===== src/rtl/result_logger_if.sv =====
// result_logger_if: capture inputs, show-ahead drain handshake and status of result_logger.
// out_ts exists only when RESULT_LOGGER_TS_EN is defined.
interface result_logger_if #(
  parameter int DATA_WIDTH = 32,
  parameter int DEPTH = 8,
  parameter int TS_WIDTH = 16
);
  logic enable;
  logic [DATA_WIDTH-1:0] Result;
  logic out_valid;
  logic out_ready;
  logic [DATA_WIDTH-1:0] out_data;
  logic [$clog2(DEPTH):0] count;
  logic overflow;
  logic [7:0] drop_count;
`ifdef RESULT_LOGGER_TS_EN
  logic [TS_WIDTH-1:0] out_ts;
  modport master (
    input enable, Result, out_ready,
    output out_valid, out_data, out_ts, count, overflow, drop_count
  );
  modport slave (
    output enable, Result, out_ready,
    input out_valid, out_data, out_ts, count, overflow, drop_count
  );
`else
  logic unused_ts_width;
  assign unused_ts_width = ^TS_WIDTH;
  modport master (
    input enable, Result, out_ready,
    output out_valid, out_data, count, overflow, drop_count
  );
  modport slave (
    output enable, Result, out_ready,
    input out_valid, out_data, count, overflow, drop_count
  );
`endif
endinterface


===== src/rtl/result_logger.sv =====
// result_logger: logs changes of the CPU result into a show-ahead FIFO with sticky overflow and drop count.
// Define RESULT_LOGGER_TS_EN to add a free-running timestamp stored with each entry.
module result_logger #(
  parameter int DATA_WIDTH = 32,
  parameter int DEPTH = 8,
  parameter int TS_WIDTH = 16
) (
  input logic clk,
  input logic rst,
  result_logger_if.master bus
);
  localparam int AW = $clog2(DEPTH);
  localparam logic [AW:0] FULL = (AW+1)'(DEPTH);
  logic [DATA_WIDTH-1:0] mem [DEPTH];
  logic [DATA_WIDTH-1:0] last_value;
  logic [AW-1:0] rd_ptr;
  logic [AW-1:0] wr_ptr;
  logic [AW:0] cnt;
  logic primed;
  logic overflow;
  logic [7:0] drops;
  logic capture;
  logic pop;
  logic push;
  assign capture = bus.enable && (!primed || bus.Result != last_value);
  assign pop = (cnt != '0) && bus.out_ready;
  // a full FIFO still accepts an event when the head leaves in the same edge
  assign push = capture && (cnt != FULL || pop);
  always_ff @(posedge clk or posedge rst)
    if (rst) begin
      last_value <= '0;
      primed <= 1'b0;
      rd_ptr <= '0;
      wr_ptr <= '0;
      cnt <= '0;
      overflow <= 1'b0;
      drops <= '0;
    end else begin
      if (capture) begin
        last_value <= bus.Result;
        primed <= 1'b1;
      end
      if (push) wr_ptr <= wr_ptr + 1'b1;
      if (pop) rd_ptr <= rd_ptr + 1'b1;
      cnt <= cnt + (AW+1)'(push) - (AW+1)'(pop);
      if (capture && !push) begin
        overflow <= 1'b1;
        drops <= drops + 8'(drops != 8'hff);
      end
    end
  always_ff @(posedge clk)
    if (push) mem[wr_ptr] <= bus.Result;
  assign bus.out_valid = cnt != '0;
  assign bus.out_data = mem[rd_ptr];
  assign bus.count = cnt;
  assign bus.overflow = overflow;
  assign bus.drop_count = drops;
`ifdef RESULT_LOGGER_TS_EN
  logic [TS_WIDTH-1:0] ts;
  logic [TS_WIDTH-1:0] ts_mem [DEPTH];
  always_ff @(posedge clk or posedge rst)
    if (rst) ts <= '0;
    else ts <= ts + 1'b1;
  always_ff @(posedge clk)
    if (push) ts_mem[wr_ptr] <= ts;
  assign bus.out_ts = ts_mem[rd_ptr];
`else
  logic unused_ts_width;
  assign unused_ts_width = ^TS_WIDTH;
`endif
endmodule


===== src/flat_wrapper.sv =====
// flat-port wrapper written by rule: the top's interface ports become plain ports
module result_logger_flat 
#(
  parameter int DATA_WIDTH = 32,
  parameter int DEPTH = 8,
  parameter int TS_WIDTH = 16
)
  (clk, rst, bus_enable, bus_Result, bus_out_ready, bus_out_valid, bus_out_data, bus_count, bus_overflow, bus_drop_count);
  result_logger_if #(.DATA_WIDTH(DATA_WIDTH), .DEPTH(DEPTH), .TS_WIDTH(TS_WIDTH)) bus_i ();
  input logic clk;
  input logic rst;
  input wire logic [$bits(bus_i.enable)-1:0] bus_enable;
  input wire logic [$bits(bus_i.Result)-1:0] bus_Result;
  input wire logic [$bits(bus_i.out_ready)-1:0] bus_out_ready;
  output wire logic [$bits(bus_i.out_valid)-1:0] bus_out_valid;
  output wire logic [$bits(bus_i.out_data)-1:0] bus_out_data;
  output wire logic [$bits(bus_i.count)-1:0] bus_count;
  output wire logic [$bits(bus_i.overflow)-1:0] bus_overflow;
  output wire logic [$bits(bus_i.drop_count)-1:0] bus_drop_count;
  assign bus_i.enable = bus_enable;
  assign bus_i.Result = bus_Result;
  assign bus_i.out_ready = bus_out_ready;
  assign bus_out_valid = bus_i.out_valid;
  assign bus_out_data = bus_i.out_data;
  assign bus_count = bus_i.count;
  assign bus_overflow = bus_i.overflow;
  assign bus_drop_count = bus_i.drop_count;
  result_logger #(.DATA_WIDTH(DATA_WIDTH), .DEPTH(DEPTH), .TS_WIDTH(TS_WIDTH)) u_core (.clk(clk), .rst(rst), .bus(bus_i));
endmodule

===== config.mk =====
export PLATFORM = sky130hd
export DESIGN_NAME = result_logger_flat
export DESIGN_NICKNAME = d
export VERILOG_FILES = /design/src/rtl/result_logger_if.sv /design/src/rtl/result_logger.sv /design/src/flat_wrapper.sv
export SDC_FILE = /design/constraint.sdc
export NUM_CORES = 1
export LEC_CHECK = 0
export CORE_ASPECT_RATIO = 1.25
export CORE_MARGIN = 4
export CORE_UTILIZATION = 53
export DETAILED_ROUTE_END_ITERATION = 10
export MAX_ROUTING_LAYER = met4
export PLACE_DENSITY = 0.75
export SYNTH_ARGS = -nofsm -noshare
export SYNTH_HDL_FRONTEND = slang
export SYNTH_SLANG_ARGS = --single-unit

===== constraint.sdc =====
create_clock -name clk -period 5.6 [get_ports clk]
set_input_delay 1.12 -clock clk [delete_from_list [all_inputs] [get_ports clk]]
set_output_delay 1.12 -clock clk [all_outputs]
set_load 0.02 [all_outputs]

======== Word-level counts from Yosys, hierarchy flattened ========
Memory sizes are Yosys's and may differ from the RTL's.
Cells that the tools add are included.
cells by class
  add/subtract/negate cells ............... 5
  eq/ne operators ......................... 3
  muxes and demuxes ....................... 2
  reduce and logical (&&, ||, !) cells .... 9
operators with widths
  cell                 count
  $ne 32x32->1         1
  $add 8x1->8          1
  $ne 8x8->1 const B   1
  $add 3x1->3 const B  2
  $add 4x1->4          1
  $logic_and 1x1->1    4
  $ne 4x4->1 const B   1
  $reduce_bool 4->1    1
  $sub 4x1->4          1
  $logic_not 1->1      2
  $logic_or 1x1->1     2
  $mux 1               2
storage, ports and cells
  register bits ........................... 52
  RAM bits ................................ 256
  output and inout port bits .............. 46
  logic and storage cells ................. 27
  memories kept ........................... 1
memories
  name        depth  width  read ports  clocked after Yosys merged registers in  write ports  RTL line             source
  u_core.mem  8      32     1           0                                        1            result_logger.sv:14  logic [DATA_WIDTH-1:0] mem [DEPTH];

======== Logic depth before layout (Yosys ltp) ========
  word-level depth ........................ 6
  gate-level depth with buffers ........... 11

======== Worst setup path after synthesis ========
No wires, ideal clock.
  path kind ............................... input-to-reg
  start ................................... input port bus_enable
  end ..................................... memory u_core.mem[0][0] (enable)
  setup time .............................. 0.501 ns
  arrival ................................. 4.940 ns
  data required time ...................... 5.099 ns
  path slack .............................. 0.159 ns
  stages on the path ...................... 5
  buffers on the path ..................... 2
  cell sequence ........................... clkbuf_1 > o31a_1 > buf_6 > nand2_2 > nor4_1
between the ends
  word-level cells in the longest chain between the ends .. 4
ends and longest elaborated chain
  element                       RTL line             source
  start: declaration            flat_wrapper.sv:12   input wire logic [$bits(bus_i.enable)-1:0] bus_enable;
  $logic_and 1x1->1             result_logger.sv:25  assign capture = bus.enable && (!primed || bus.Result != last_value);
  $logic_and 1x1->1             result_logger.sv:28  assign push = capture && (cnt != FULL || pop);
  $mux 1                        result_logger.sv:52  if (push) mem[wr_ptr] <= bus.Result;
  $mux 1 (implied by the code)  result_logger.sv:52
  end: declaration              result_logger.sv:14
No other way between the ends.

======== Worst setup path in the final report ========
  start ................................... register u_core.rd_ptr[0]
  end ..................................... output port bus_out_data[30]
between the ends
  word-level cells in the longest chain between the ends .. 1
ends and longest elaborated chain
  element                   RTL line             source
  start: declaration        result_logger.sv:16  logic [AW-1:0] rd_ptr;
  start signal: assignment  result_logger.sv:44  if (pop) rd_ptr <= rd_ptr + 1'b1;
  $mem_v2 8x32              --
  end: declaration          flat_wrapper.sv:16   output wire logic [$bits(bus_i.out_data)-1:0] bus_out_data;
No other way between the ends.

==> out/qor.yml <==
fin_total_pwr_mw: 7.48
layout-drive-gt1-share_pct: 28.9
leakagePower_nw: 4.98
h-tree-depth: 1
p_clk_share_pct: 27.3
rows: 62
nets: 730
cts_tree: "done"
ys_warn_count: 0
p_seq_share_pct: 42.1
grt_use_total_pct: 19.9
hold_violations: 0
rsz0062_at_grt: "false"
grt_max_degree: 53
synth_area_leader_cell: "edfxtp_1"
grt_pass1_wl_microns: 37500
die_w_microns: 144
antenna_found_initial: 0
clk_transition_reported_paths_ns: 0.06
start_kind: "flop"
combPwrFrac_pct: 30.6
cts_made_buffers: 29
drt-pass1-iter-count: 5
drtIter0Drc: 364
route.antenna.remaining_nets: 0
holdCritPathClass: "reg -> reg"
finalInstanceArea_sq_um: 14500
core_sq_um: 22900
die_area_sq_um: 25700
detail_route.wirelength_microns: 23800
synth.distinct_cells: 32
p_per_area_nw_per_um2: 517
cap_violations: 0
clk_path_buf_depth: 3
switchingPower_mw: 2.16
synth.top_cells.by_area: "edfxtp_1 (63%), mux4_2 (12%), dfrtp_1 (11%)"
slew_viol_final: 0
cp.required_ns: 4.48
cts-root-buf: "clkbuf_16"
setup_tns_ns: 0
wl_per_cell_microns: 23.9
numPortBuffers: 81
status: "complete, no violations"
vias: 5833
overflow: 0
place_area_sq_um: 13500
switching_share_pct: 28.8
setup_viol: 0
synth_area_sq_um: 12300
ctsHoldBuffers: 0
start_util_pct: 53.7
worst_pin_slew_ns: 1.26
antenna_cells: 0
vias_per_cell: 5.87
peakVddDrop_uv: 387
fin_worst_skew_ns: 0.00915
fin_crit_sh_pct: 77.8
grt_pass1_vias: 6282
drc: 0
insertion_delay_ns: 0.54
max_freq_mhz: 229
arrival_ns: 3.24
synth_top_area_share_pct: 62.6
place.gp.congestion: 0.775
dp_hpwl_microns: 13500
synth.avg_cell_area_sq_um: 21.2
whs_ns: 0.465
path_class: "reg -> out"
power.internal_mw: 5.32
synth_cells: 580
cts_resized: 0
ioPinCount: 82
chipHeight_microns: 178
worstSetupEndpointType: "output pin"
area_growth_pct: 17.9
ys_seq_area_share_pct: 73.2
ys_ff_latch: 308
clkSinkCount: 308
cp_max_fo: 34
layout_min_cycle_time_ns: 4.36
slew_headroom_pct: 16.0
post_cts_buffers: 0
synth_fp_nets: 627
per-layer routing:
metal / global-route usage (%) / part of all wire (%)
met2: 32.8 / 52
met4: 5.40 / 2.7
met5: - / 0
met3: 2.20 / 4.8
met1: 26.9 / 40
cells by family (layout without fill, tap and decap cells):
kind of cell,after synthesis,in the layout,synth area share [%]
DFF,308,308,73.2
muxes,132,132,18.7
and+or+nand+nor,48,48,2.15
xor gates and xnor gates,44,44,3.14
buffers and inverters,34,159,1.49
adders and majority gates,11,11,1.18
AOI/OAI and AO/OA,3,3,0.173
final cells by class:
class                           instances  area (sq um)
Multi-Input combinational cell        238          3140
Timing Repair Buffer                   95           928
Clock buffer                           42           825
Inverter                               11          41.3
Sequential cell                       308          8990
Clock inverter                         11           184
Fill cell                            1472          8410
Tap cell                              288           360
registers in the layout, indices dropped and copies added (netlist names):
register	count
u_core.mem	256
u_core.last_value	32
u_core.wr_ptr	3
u_core.rd_ptr	3
u_core.bus.count	4
u_core.primed	1
u_core.bus.overflow	1
u_core.bus.drop_count	8
worst max-delay path: stages, from the launching register on:
cell             delay [ns]
dfrtp_4                0.87
buf_12                 0.35
mux4_2                 0.56
mux2_2                 0.28
clkdlybuf4s50_1        0.55
stage by stage:
step	worst slack (ns)	utilization, %	cells
finish	1.24	63.3	993
global route	1.07	63.3	993
floorplan	0.159	-	580
detailed placement	1.38	58.9	940
CTS	1.17	63.3	993
global placement	1.42	58.9	940
synth_stat cells:
cell and instances:
o31a_1 1, mux2_4 23, or2_2 1, edfxtp_1 256, a21oi_1 1, xnor2_1 12, nor4_1 8, nand2_2 1
dfrtp_1 52, a21o_1 1, and4_1 1, xor2_1 32, buf_6 2, or2_1 1, buf_12 2, mux4_2 64
nor2_1 5, nand4_1 5, ha_1 10, nand2b_1 3, buf_1 3, nor3_1 5, fa_1 1, inv_1 11
nand3_1 8, clkbuf_1 10, and2_1 2, buf_2 6, and3_1 2, nand2_1 5, and2_4 1, mux2_2 45
path summary, 6_finish.rpt:
| path | depth (start not counted) | from | slack (ns) | endpoint |
|---|---|---|---|---|
| max reg2reg | 10 | u_core.last_value[17] | 2.72 | u_core.bus.count[3] |
| min in group asynchronous | 2 | rst | 1.21 | u_core.bus.count[3] |
| min | 1 | u_core.primed | 0.47 | u_core.primed |
| min reg2reg | 1 | u_core.primed | 0.47 | u_core.primed |
| max in group asynchronous | 2 | rst | 3.54 | u_core.rd_ptr[0] |
| max | 4 | u_core.rd_ptr[0] | 1.24 | bus_out_data[30] |
layout by cell type (no fill, tap or decap), types with 10 or more instances in the layout:
cell type	Yosys	routed
mux2_4	23	23
ha_1	10	10
clkbuf_16	0	29
inv_1	11	10
xnor2_1	12	12
xor2_1	32	32
dfrtp_1	52	50
mux4_2	64	64
edfxtp_1	256	256
clkdlybuf4s50_1	0	81
mux2_2	45	45
buf_4	0	13
power groups by stage:
| stage | combinational, mW | clock, mW | sequential (mW) |
|---|---|---|---|
| after floorplan | 1.58 | 0 | 3.03 |
| after global placement | 2.29 | 0 | 3.17 |
| after detailed placement | 2.32 | 0 | 3.19 |
| after CTS | 2.34 | 2.08 | 3.16 |
| after global routing | 2.45 | 2.18 | 3.20 |
| final | 2.29 | 2.04 | 3.15 |
Note: power is estimated with default switching activity, not from simulation.
